===== config.mk =====
export PLATFORM = sky130hd
export DESIGN_NAME = mulf_seq_flat
export DESIGN_NICKNAME = d
export VERILOG_FILES = /design/src/rtl/mulf_seq_if.sv /design/src/rtl/mulf_seq.sv /design/src/flat_wrapper.sv
export SDC_FILE = /design/constraint.sdc
export NUM_CORES = 1
export LEC_CHECK = 0
export ABC_AREA = 1
export CORE_UTILIZATION = 39
export DETAILED_ROUTE_END_ITERATION = 7
export PLACE_DENSITY_LB_ADDON = 0.25
export SLEW_MARGIN = 20
export SYNTH_ARGS = -nofsm -noshare
export SYNTH_HDL_FRONTEND = slang
export SYNTH_SLANG_ARGS = --single-unit

===== constraint.sdc =====
create_clock -name clk -period 1.3 [get_ports clk]
set_input_delay 0.195 -clock clk [delete_from_list [all_inputs] [get_ports clk]]
set_output_delay 0.195 -clock clk [all_outputs]
set_load 0.02 [all_outputs]

===== src/rtl/mulf_seq_if.sv =====
// Command/control bundle between the mulf_seq sequencer, its command source
// and the downstream multifunction register.
interface mulf_seq_if;
  logic       cmd_valid;
  logic       cmd_ready;
  logic [2:0] cmd_op;
  logic [3:0] cmd_cnt;
  logic [7:0] cmd_data;
  logic [7:0] q_in;
  logic       ld_n;
  logic       sh_count;
  logic       lr;
  logic       rs;
  logic       up_down;
  logic [7:0] d_out;
  logic       busy;
  logic       done;

  // Command source / register side
  modport master (
    output cmd_valid, cmd_op, cmd_cnt, cmd_data, q_in,
    input  cmd_ready, ld_n, sh_count, lr, rs, up_down, d_out, busy, done
  );

  // Sequencer side
  modport slave (
    input  cmd_valid, cmd_op, cmd_cnt, cmd_data, q_in,
    output cmd_ready, ld_n, sh_count, lr, rs, up_down, d_out, busy, done
  );
endinterface


===== src/rtl/mulf_seq.sv =====
// Multifunction-register sequencer: accepts one command, then drives the
// register's load/shift/rotate/count controls once per cycle for cnt+1 cycles
// (LOAD always exactly once), then pulses done for one cycle.
module mulf_seq (
  input  logic       clk,
  input  logic       reset,
  mulf_seq_if.slave  bus
);

  typedef enum logic [1:0] {
    S_IDLE = 2'd0,
    S_EXEC = 2'd1,
    S_DONE = 2'd2
  } state_e;

  typedef enum logic [2:0] {
    OP_LOAD = 3'b000,
    OP_SHL  = 3'b001,
    OP_SHR  = 3'b010,
    OP_ROL  = 3'b011,
    OP_ROR  = 3'b100,
    OP_INC  = 3'b101,
    OP_DEC  = 3'b110,
    OP_NOP  = 3'b111
  } op_e;

  state_e     state_q, state_d;
  op_e        op_q, op_d;
  logic [3:0] rem_q, rem_d;
  logic [7:0] data_q, data_d;

  // State and latched command registers
  always_ff @(posedge clk or negedge reset) begin
    if (!reset) begin
      state_q <= S_IDLE;
      op_q    <= OP_LOAD;
      rem_q   <= '0;
      data_q  <= '0;
    end else begin
      state_q <= state_d;
      op_q    <= op_d;
      rem_q   <= rem_d;
      data_q  <= data_d;
    end
  end

  // Next-state: accept in IDLE, count down in EXEC, single DONE cycle
  always_comb begin
    state_d = state_q;
    op_d    = op_q;
    rem_d   = rem_q;
    data_d  = data_q;
    unique case (state_q)
      S_IDLE: begin
        if (bus.cmd_valid) begin
          op_d    = op_e'(bus.cmd_op);
          rem_d   = bus.cmd_cnt;
          data_d  = bus.cmd_data;
          state_d = S_EXEC;
        end
      end
      S_EXEC: begin
        // LOAD leaves after its single cycle regardless of the repeat count
        if (rem_q == 4'd0 || op_q == OP_LOAD) begin
          rem_d   = '0;
          state_d = S_DONE;
        end else begin
          rem_d = rem_q - 4'd1;
        end
      end
      S_DONE: state_d = S_IDLE;
      default: state_d = S_IDLE;
    endcase
  end

  // Outputs: hold encoding by default, op encoding only while executing
  always_comb begin
    bus.cmd_ready = 1'b0;
    bus.busy      = 1'b0;
    bus.done      = 1'b0;
    bus.ld_n      = 1'b0;
    bus.d_out     = bus.q_in;
    bus.sh_count  = 1'b0;
    bus.lr        = 1'b0;
    bus.rs        = 1'b0;
    bus.up_down   = 1'b0;
    unique case (state_q)
      S_IDLE: bus.cmd_ready = 1'b1;
      S_EXEC: begin
        bus.busy = 1'b1;
        unique case (op_q)
          OP_LOAD: bus.d_out = data_q;
          OP_SHL: begin
            bus.ld_n     = 1'b1;
            bus.sh_count = 1'b1;
            bus.lr       = 1'b1;
          end
          OP_SHR: begin
            bus.ld_n     = 1'b1;
            bus.sh_count = 1'b1;
          end
          OP_ROL: begin
            bus.ld_n     = 1'b1;
            bus.sh_count = 1'b1;
            bus.rs       = 1'b1;
            bus.lr       = 1'b1;
          end
          OP_ROR: begin
            bus.ld_n     = 1'b1;
            bus.sh_count = 1'b1;
            bus.rs       = 1'b1;
          end
          OP_INC: begin
            bus.ld_n    = 1'b1;
            bus.up_down = 1'b1;
          end
          OP_DEC: bus.ld_n = 1'b1;
          OP_NOP: ;
          default: ;
        endcase
      end
      S_DONE: begin
        bus.busy = 1'b1;
        bus.done = 1'b1;
      end
      default: ;
    endcase
  end

endmodule


===== src/flat_wrapper.sv =====
// flat-port wrapper written by rule: the top's interface ports become plain ports
module mulf_seq_flat 
  (clk, reset, bus_cmd_valid, bus_cmd_op, bus_cmd_cnt, bus_cmd_data, bus_q_in, bus_cmd_ready, bus_ld_n, bus_sh_count, bus_lr, bus_rs, bus_up_down, bus_d_out, bus_busy, bus_done);
  mulf_seq_if bus_i ();
  input  logic clk;
  input  logic reset;
  input wire logic [$bits(bus_i.cmd_valid)-1:0] bus_cmd_valid;
  input wire logic [$bits(bus_i.cmd_op)-1:0] bus_cmd_op;
  input wire logic [$bits(bus_i.cmd_cnt)-1:0] bus_cmd_cnt;
  input wire logic [$bits(bus_i.cmd_data)-1:0] bus_cmd_data;
  input wire logic [$bits(bus_i.q_in)-1:0] bus_q_in;
  output wire logic [$bits(bus_i.cmd_ready)-1:0] bus_cmd_ready;
  output wire logic [$bits(bus_i.ld_n)-1:0] bus_ld_n;
  output wire logic [$bits(bus_i.sh_count)-1:0] bus_sh_count;
  output wire logic [$bits(bus_i.lr)-1:0] bus_lr;
  output wire logic [$bits(bus_i.rs)-1:0] bus_rs;
  output wire logic [$bits(bus_i.up_down)-1:0] bus_up_down;
  output wire logic [$bits(bus_i.d_out)-1:0] bus_d_out;
  output wire logic [$bits(bus_i.busy)-1:0] bus_busy;
  output wire logic [$bits(bus_i.done)-1:0] bus_done;
  assign bus_i.cmd_valid = bus_cmd_valid;
  assign bus_i.cmd_op = bus_cmd_op;
  assign bus_i.cmd_cnt = bus_cmd_cnt;
  assign bus_i.cmd_data = bus_cmd_data;
  assign bus_i.q_in = bus_q_in;
  assign bus_cmd_ready = bus_i.cmd_ready;
  assign bus_ld_n = bus_i.ld_n;
  assign bus_sh_count = bus_i.sh_count;
  assign bus_lr = bus_i.lr;
  assign bus_rs = bus_i.rs;
  assign bus_up_down = bus_i.up_down;
  assign bus_d_out = bus_i.d_out;
  assign bus_busy = bus_i.busy;
  assign bus_done = bus_i.done;
  mulf_seq u_core (.clk(clk), .reset(reset), .bus(bus_i));
endmodule

-- After elaboration in Yosys (flattened, before gate mapping)
Cells that the tools add are included.
- add/sub/neg operators: 1
- equality and inequality tests: 10
- mux-type cells: 21
- reductions and logical operators: 13
- operator list (operator ; number):
    8-bit two-way mux ; 2
    1-bit two-way mux ; 13
    3-bit == test, second input constant ; 3
    4-bit two-way mux ; 2
    4-bit one-hot mux with 2 select lines ; 1
    3-bit by 2-bit == test with 1-bit output, second input constant ; 2
    2-bit AND reduction ; 3
    2-bit OR reduction ; 3
    6-bit OR reduction ; 1
    4-bit logical NOT ; 1
    2-bit two-way mux ; 2
    2-bit one-hot mux with 2 select lines ; 1
    4-bit OR reduction ; 1
    4-bit by 1-bit subtractor with 4-bit output, second input constant ; 1
    3-bit by 1-bit == test with 1-bit output, second input constant ; 1
    3-bit logical NOT ; 1
    2-bit by 1-bit == test with 1-bit output, second input constant ; 1
    2-bit == test, second input constant ; 1
    2-bit logical NOT ; 1
    2-bit by 1-bit inequality test with 1-bit output, second input constant ; 1
    2-bit inequality test, second input constant ; 1
    2-bit nonzero test ; 1
    1-bit logical OR ; 1
- register bits: 17

-- Depth between registers and ports, before layout
- depth after elaboration: 4
- gate-level depth with buffers: 8

-- Worst setup path before layout
Ideal clock, no wire load.
- kind: flip-flop to output port
- start: register u_core.op_q[0]
- end: output bus_ld_n
- arrival: 1.374 ns
- required time: 1.105 ns
- path slack: -0.269 ns
- cell stages (with the launch flop): 5
- path through: dfrtp_1 inv_1 ha_1 o21ai_0 o21ai_0
- word-level cells in the longest chain between the ends: 4
- ends and longest elaborated chain (item ; RTL line ; source):
    from (decl) ; mulf_seq.sv:28 ; op_e op_q, op_d;
    from (signal assigned) ; mulf_seq.sv:41 ; op_q <= op_d;
    3-bit == test, or another cell as far along ; mulf_seq.sv:91 ; unique case (op_q)
    6-bit OR reduction (no line) * ; -- ;
    1-bit two-way mux * ; mulf_seq.sv:91 ;
    1-bit two-way mux * ; mulf_seq.sv:87 ; unique case (state_q)
    to (decl) ; flat_wrapper.sv:13 ; output wire logic [$bits(bus_i.ld_n)-1:0] bus_ld_n;
Every way passes the cells marked *; elsewhere a longest branch is shown, timed or not.

-- Worst setup path in the final report
- start: register u_core.op_q[0]
- end: output bus_d_out[3]
- word-level cells in the longest chain between the ends: 3
- ends and longest elaborated chain (item ; RTL line ; source):
    3-bit logical NOT ; mulf_seq.sv:91 ;
    8-bit two-way mux ; mulf_seq.sv:91 ;
    8-bit two-way mux ; mulf_seq.sv:87 ;
    to (decl) ; flat_wrapper.sv:18 ; output wire logic [$bits(bus_i.d_out)-1:0] bus_d_out;
No other way between the ends.

==> reports/metrics.yaml <==
fp.dieArea_sq_um: 3120
power.total_mw: 5.51
cap_violations: 0
cts_buffer_depth: 2
holdBufCountCts: 0
critical_path.max_fanout: 14
tightestPinTransition_ns: 0.246
drc_errors: 0
vias: 1288
yosys_register_bits: 17
yosys.area.top_type_share_pct: 37.7
synth_async_sr_flop_share_pct: 100
vias_in_the_first_global_route: 1361
worstPathBufferInverterCount: 3
area_growth_syn_to_layout_pct: 98.8
pin_count: 42
syn_area_sq_um: 1130
cp_data_required_time_ns: 1.11
timing.critical_path.to_type: "primary output"
dpl_worst_slack_ns: -0.639
synth.net_count: 182
number_of_buffers_added_by_the_clock_tree_synthesis_step: 3
place.gp.congestion: 0.759
grt.total_usage_pct: 26.0
power_per_cell_area_nw_per_um2: 2450
synthDistinctLibCells: 21
leading_cell_type_by_number_of_instances_after_synthesis: "sky130_fd_sc_hd__nand2_1"
synth_enable_flop_cells: 0
timing.setup.critical_path_class: "reg2out"
clock_sink_count: 17
final-max-slew-violation-count: 0
failed_checks: "negative setup slack"
detail_route.wl_per_cell_um: 16.5
synth.yosys.seq_area_share_pct: 37.7
post-synth-top-area-cell: "sky130_fd_sc_hd__dfrtp_1"
synth_top_flop_cell: "sky130_fd_sc_hd__dfrtp_1"
drt_iter0_drc: 45
die_x_um: 55.8
setup-violations-final: 33
hold_violations: 0
drt_pre_antenna_iters: 4
crit_family: "buffers and inverters"
cts-root-buf: "sky130_fd_sc_hd__clkbuf_4"
htreeDepth: 1
fmax_ghz: 0.563
critical_path.startpoint_type: "flop"
filler_free_cell_count_of_the_finished_design: 253
synthTopCellsByArea: "sky130_fd_sc_hd__dfrtp_1, sky130_fd_sc_hd__nand2_1, sky130_fd_sc_hd__ha_1"
layout_setup_ws_ns: -0.478
power.leakage_nw: 1.03
dp.final_hpwl_um: 2320
timing.final.crit_period_ns: 1.78
port-buffer-count: 41
worstHoldPathType: "in2async"
timing.final.crit_share_pct: 137
cell_count_after_placement: 238
synthTopCellsByCount: "sky130_fd_sc_hd__nand2_1, sky130_fd_sc_hd__inv_1, sky130_fd_sc_hd__dfrtp_1"
result_of_the_run: "finished with violations"
ant_nets: 0
crit_arrival_ns: 1.58
drive_above_1_share_pct: 54.5
critical_path.slowest_cell: "sky130_fd_sc_hd__dfrtp_1"
rsz0062_at_grt: "true"
critical-path-max-stage-delay_ns: 0.41
diodes: 0
ys.warnings.count: 0
netlist_instances: 147
routed_wirelength_um: 4160
final_design_area_no_fill_sq_um: 2250
grt_max_degree: 18
grt_first_pass_wirelength_um: 6300
timing.max_slew.rel_slack_pct: 83.6
clkTransAtPathRegs_ns: 0.11
cp_cell_sequence: "inv_2, ha_4, nand3_4, buf_12, nand2_2, o21ai_4, buf_2"
worst_ir_drop_vdd_mv: 2.22
finalNetCount: 258
rows: 19
die_height_um: 55.8
fin_worst_skew_ns: 0.00520
fp.coreArea_sq_um: 2760
antenna_found_initial: 0
tritoncts: "yes"
overflow: 0
via_per_inst: 5.09
detailed_place.area_sq_um: 1850
initial_utilization_pct: 41.0
clock_latency_on_the_worst_skew_pair_ns: 0.30
postSynthAreaPerCell_sq_um: 7.69
[per-layer routing]
metal	up-vias	share of wire [%]	routed length (um)	GRT usage [%]
li1	608	-	-	-
met1	634	39	1620	29.7
met2	38	57	2360	49.9
met3	8	2.9	121	3.95
met4	0	1.5	63	6.97
met5	-	0	0	0
[final timing paths]
| path | start | to | slack, ns | cells after the start |
|---|---|---|---|---|
| max reg2reg | u_core.state_q[0] | u_core.rem_q[1] | -0.35 | 11 |
| max | u_core.op_q[0] | bus_d_out[3] | -0.48 | 7 |
| max in group asynchronous | reset | u_core.data_q[5] | 0.87 | 2 |
| min | reset | u_core.data_q[1] | 0.23 | 2 |
| min in group clk | bus_cmd_data[7] | u_core.data_q[7] | 0.42 | 3 |
| min reg2reg | u_core.data_q[0] | u_core.data_q[0] | 0.56 | 2 |
[report_power, final]
part	switching, mW	total (mW)	internal, mW
logic	2.21	4.23	2.02
registers	0.181	0.971	0.790
clock network	0.187	0.307	0.120
[what timing repair did]
item / in CTS / in global routing
gates resized for setup: 143 / 27
endpoints found under the setup margin: 33 / 33
gates cloned: 2 / 0
pin swaps: 6 / 12
setup buffers: 7 / 5
[sequential cells by signal, indices dropped and copies added (netlist names)]
name	flops
u_core.op_q	3
u_core.data_q	8
u_core.state_q	2
u_core.rem_q	4
[kinds of logic (layout without fill, tap and decap cells)]
logic type | after synthesis | after routing | share of synthesized area [%]
AOI/OAI and AO/OA | 31 | 31 | 15.9
DFF | 17 | 17 | 37.7
and+or+nand+nor | 57 | 57 | 21.9
xor gates and xnor gates | 1 | 1 | 0.775
adders and majority gates | 9 | 9 | 9.97
buffers and inverters | 32 | 107 | 13.7
[layout make-up]
| type | instances | area, sq um |
|---|---|---|
| multi-input cells | 98 | 858 |
| flip-flops and latches | 17 | 425 |
| repair buffers | 75 | 779 |
| inverters | 28 | 118 |
| fillers | 172 | 512 |
| well taps | 31 | 38.8 |
| clock buffers | 4 | 26.3 |
[per-stage QoR]
stage | util (%) | TNS, ns | hold WS [ns]
floorplan | - | -2.05 | -0.101
global placement | 67.2 | -9.14 | 0.516
detailed placement | 67.2 | -10.65 | 0.551
CTS | 77.2 | -11.15 | 0.229
global route | 81.4 | -12.92 | 0.236
finish | 81.4 | -11.15 | 0.227
[cell usage in the layout, fill, tap and decap left out, types with 2 or more instances in the layout]
| master | n |
|---|---|
| sky130_fd_sc_hd__nand2_2 | 17 |
| sky130_fd_sc_hd__dfrtp_1 | 17 |
| sky130_fd_sc_hd__ha_4 | 6 |
| sky130_fd_sc_hd__inv_2 | 7 |
| sky130_fd_sc_hd__nand2_1 | 14 |
| sky130_fd_sc_hd__clkdlybuf4s50_1 | 25 |
| sky130_fd_sc_hd__nand3_1 | 3 |
| sky130_fd_sc_hd__a21oi_1 | 3 |
| sky130_fd_sc_hd__ha_1 | 2 |
| sky130_fd_sc_hd__o21ai_4 | 10 |
| sky130_fd_sc_hd__inv_4 | 3 |
| sky130_fd_sc_hd__inv_1 | 17 |
| sky130_fd_sc_hd__nand2_4 | 4 |
| sky130_fd_sc_hd__buf_4 | 23 |
| sky130_fd_sc_hd__buf_12 | 3 |
| sky130_fd_sc_hd__buf_16 | 2 |
| sky130_fd_sc_hd__a21oi_2 | 2 |
| sky130_fd_sc_hd__clkbuf_4 | 3 |
| sky130_fd_sc_hd__nor2_2 | 5 |
| sky130_fd_sc_hd__o21ai_2 | 8 |
| sky130_fd_sc_hd__nor2_1 | 10 |
| sky130_fd_sc_hd__o21ai_1 | 6 |
| sky130_fd_sc_hd__buf_6 | 21 |
No activity file was read; power rests on OpenSTA's default activity.
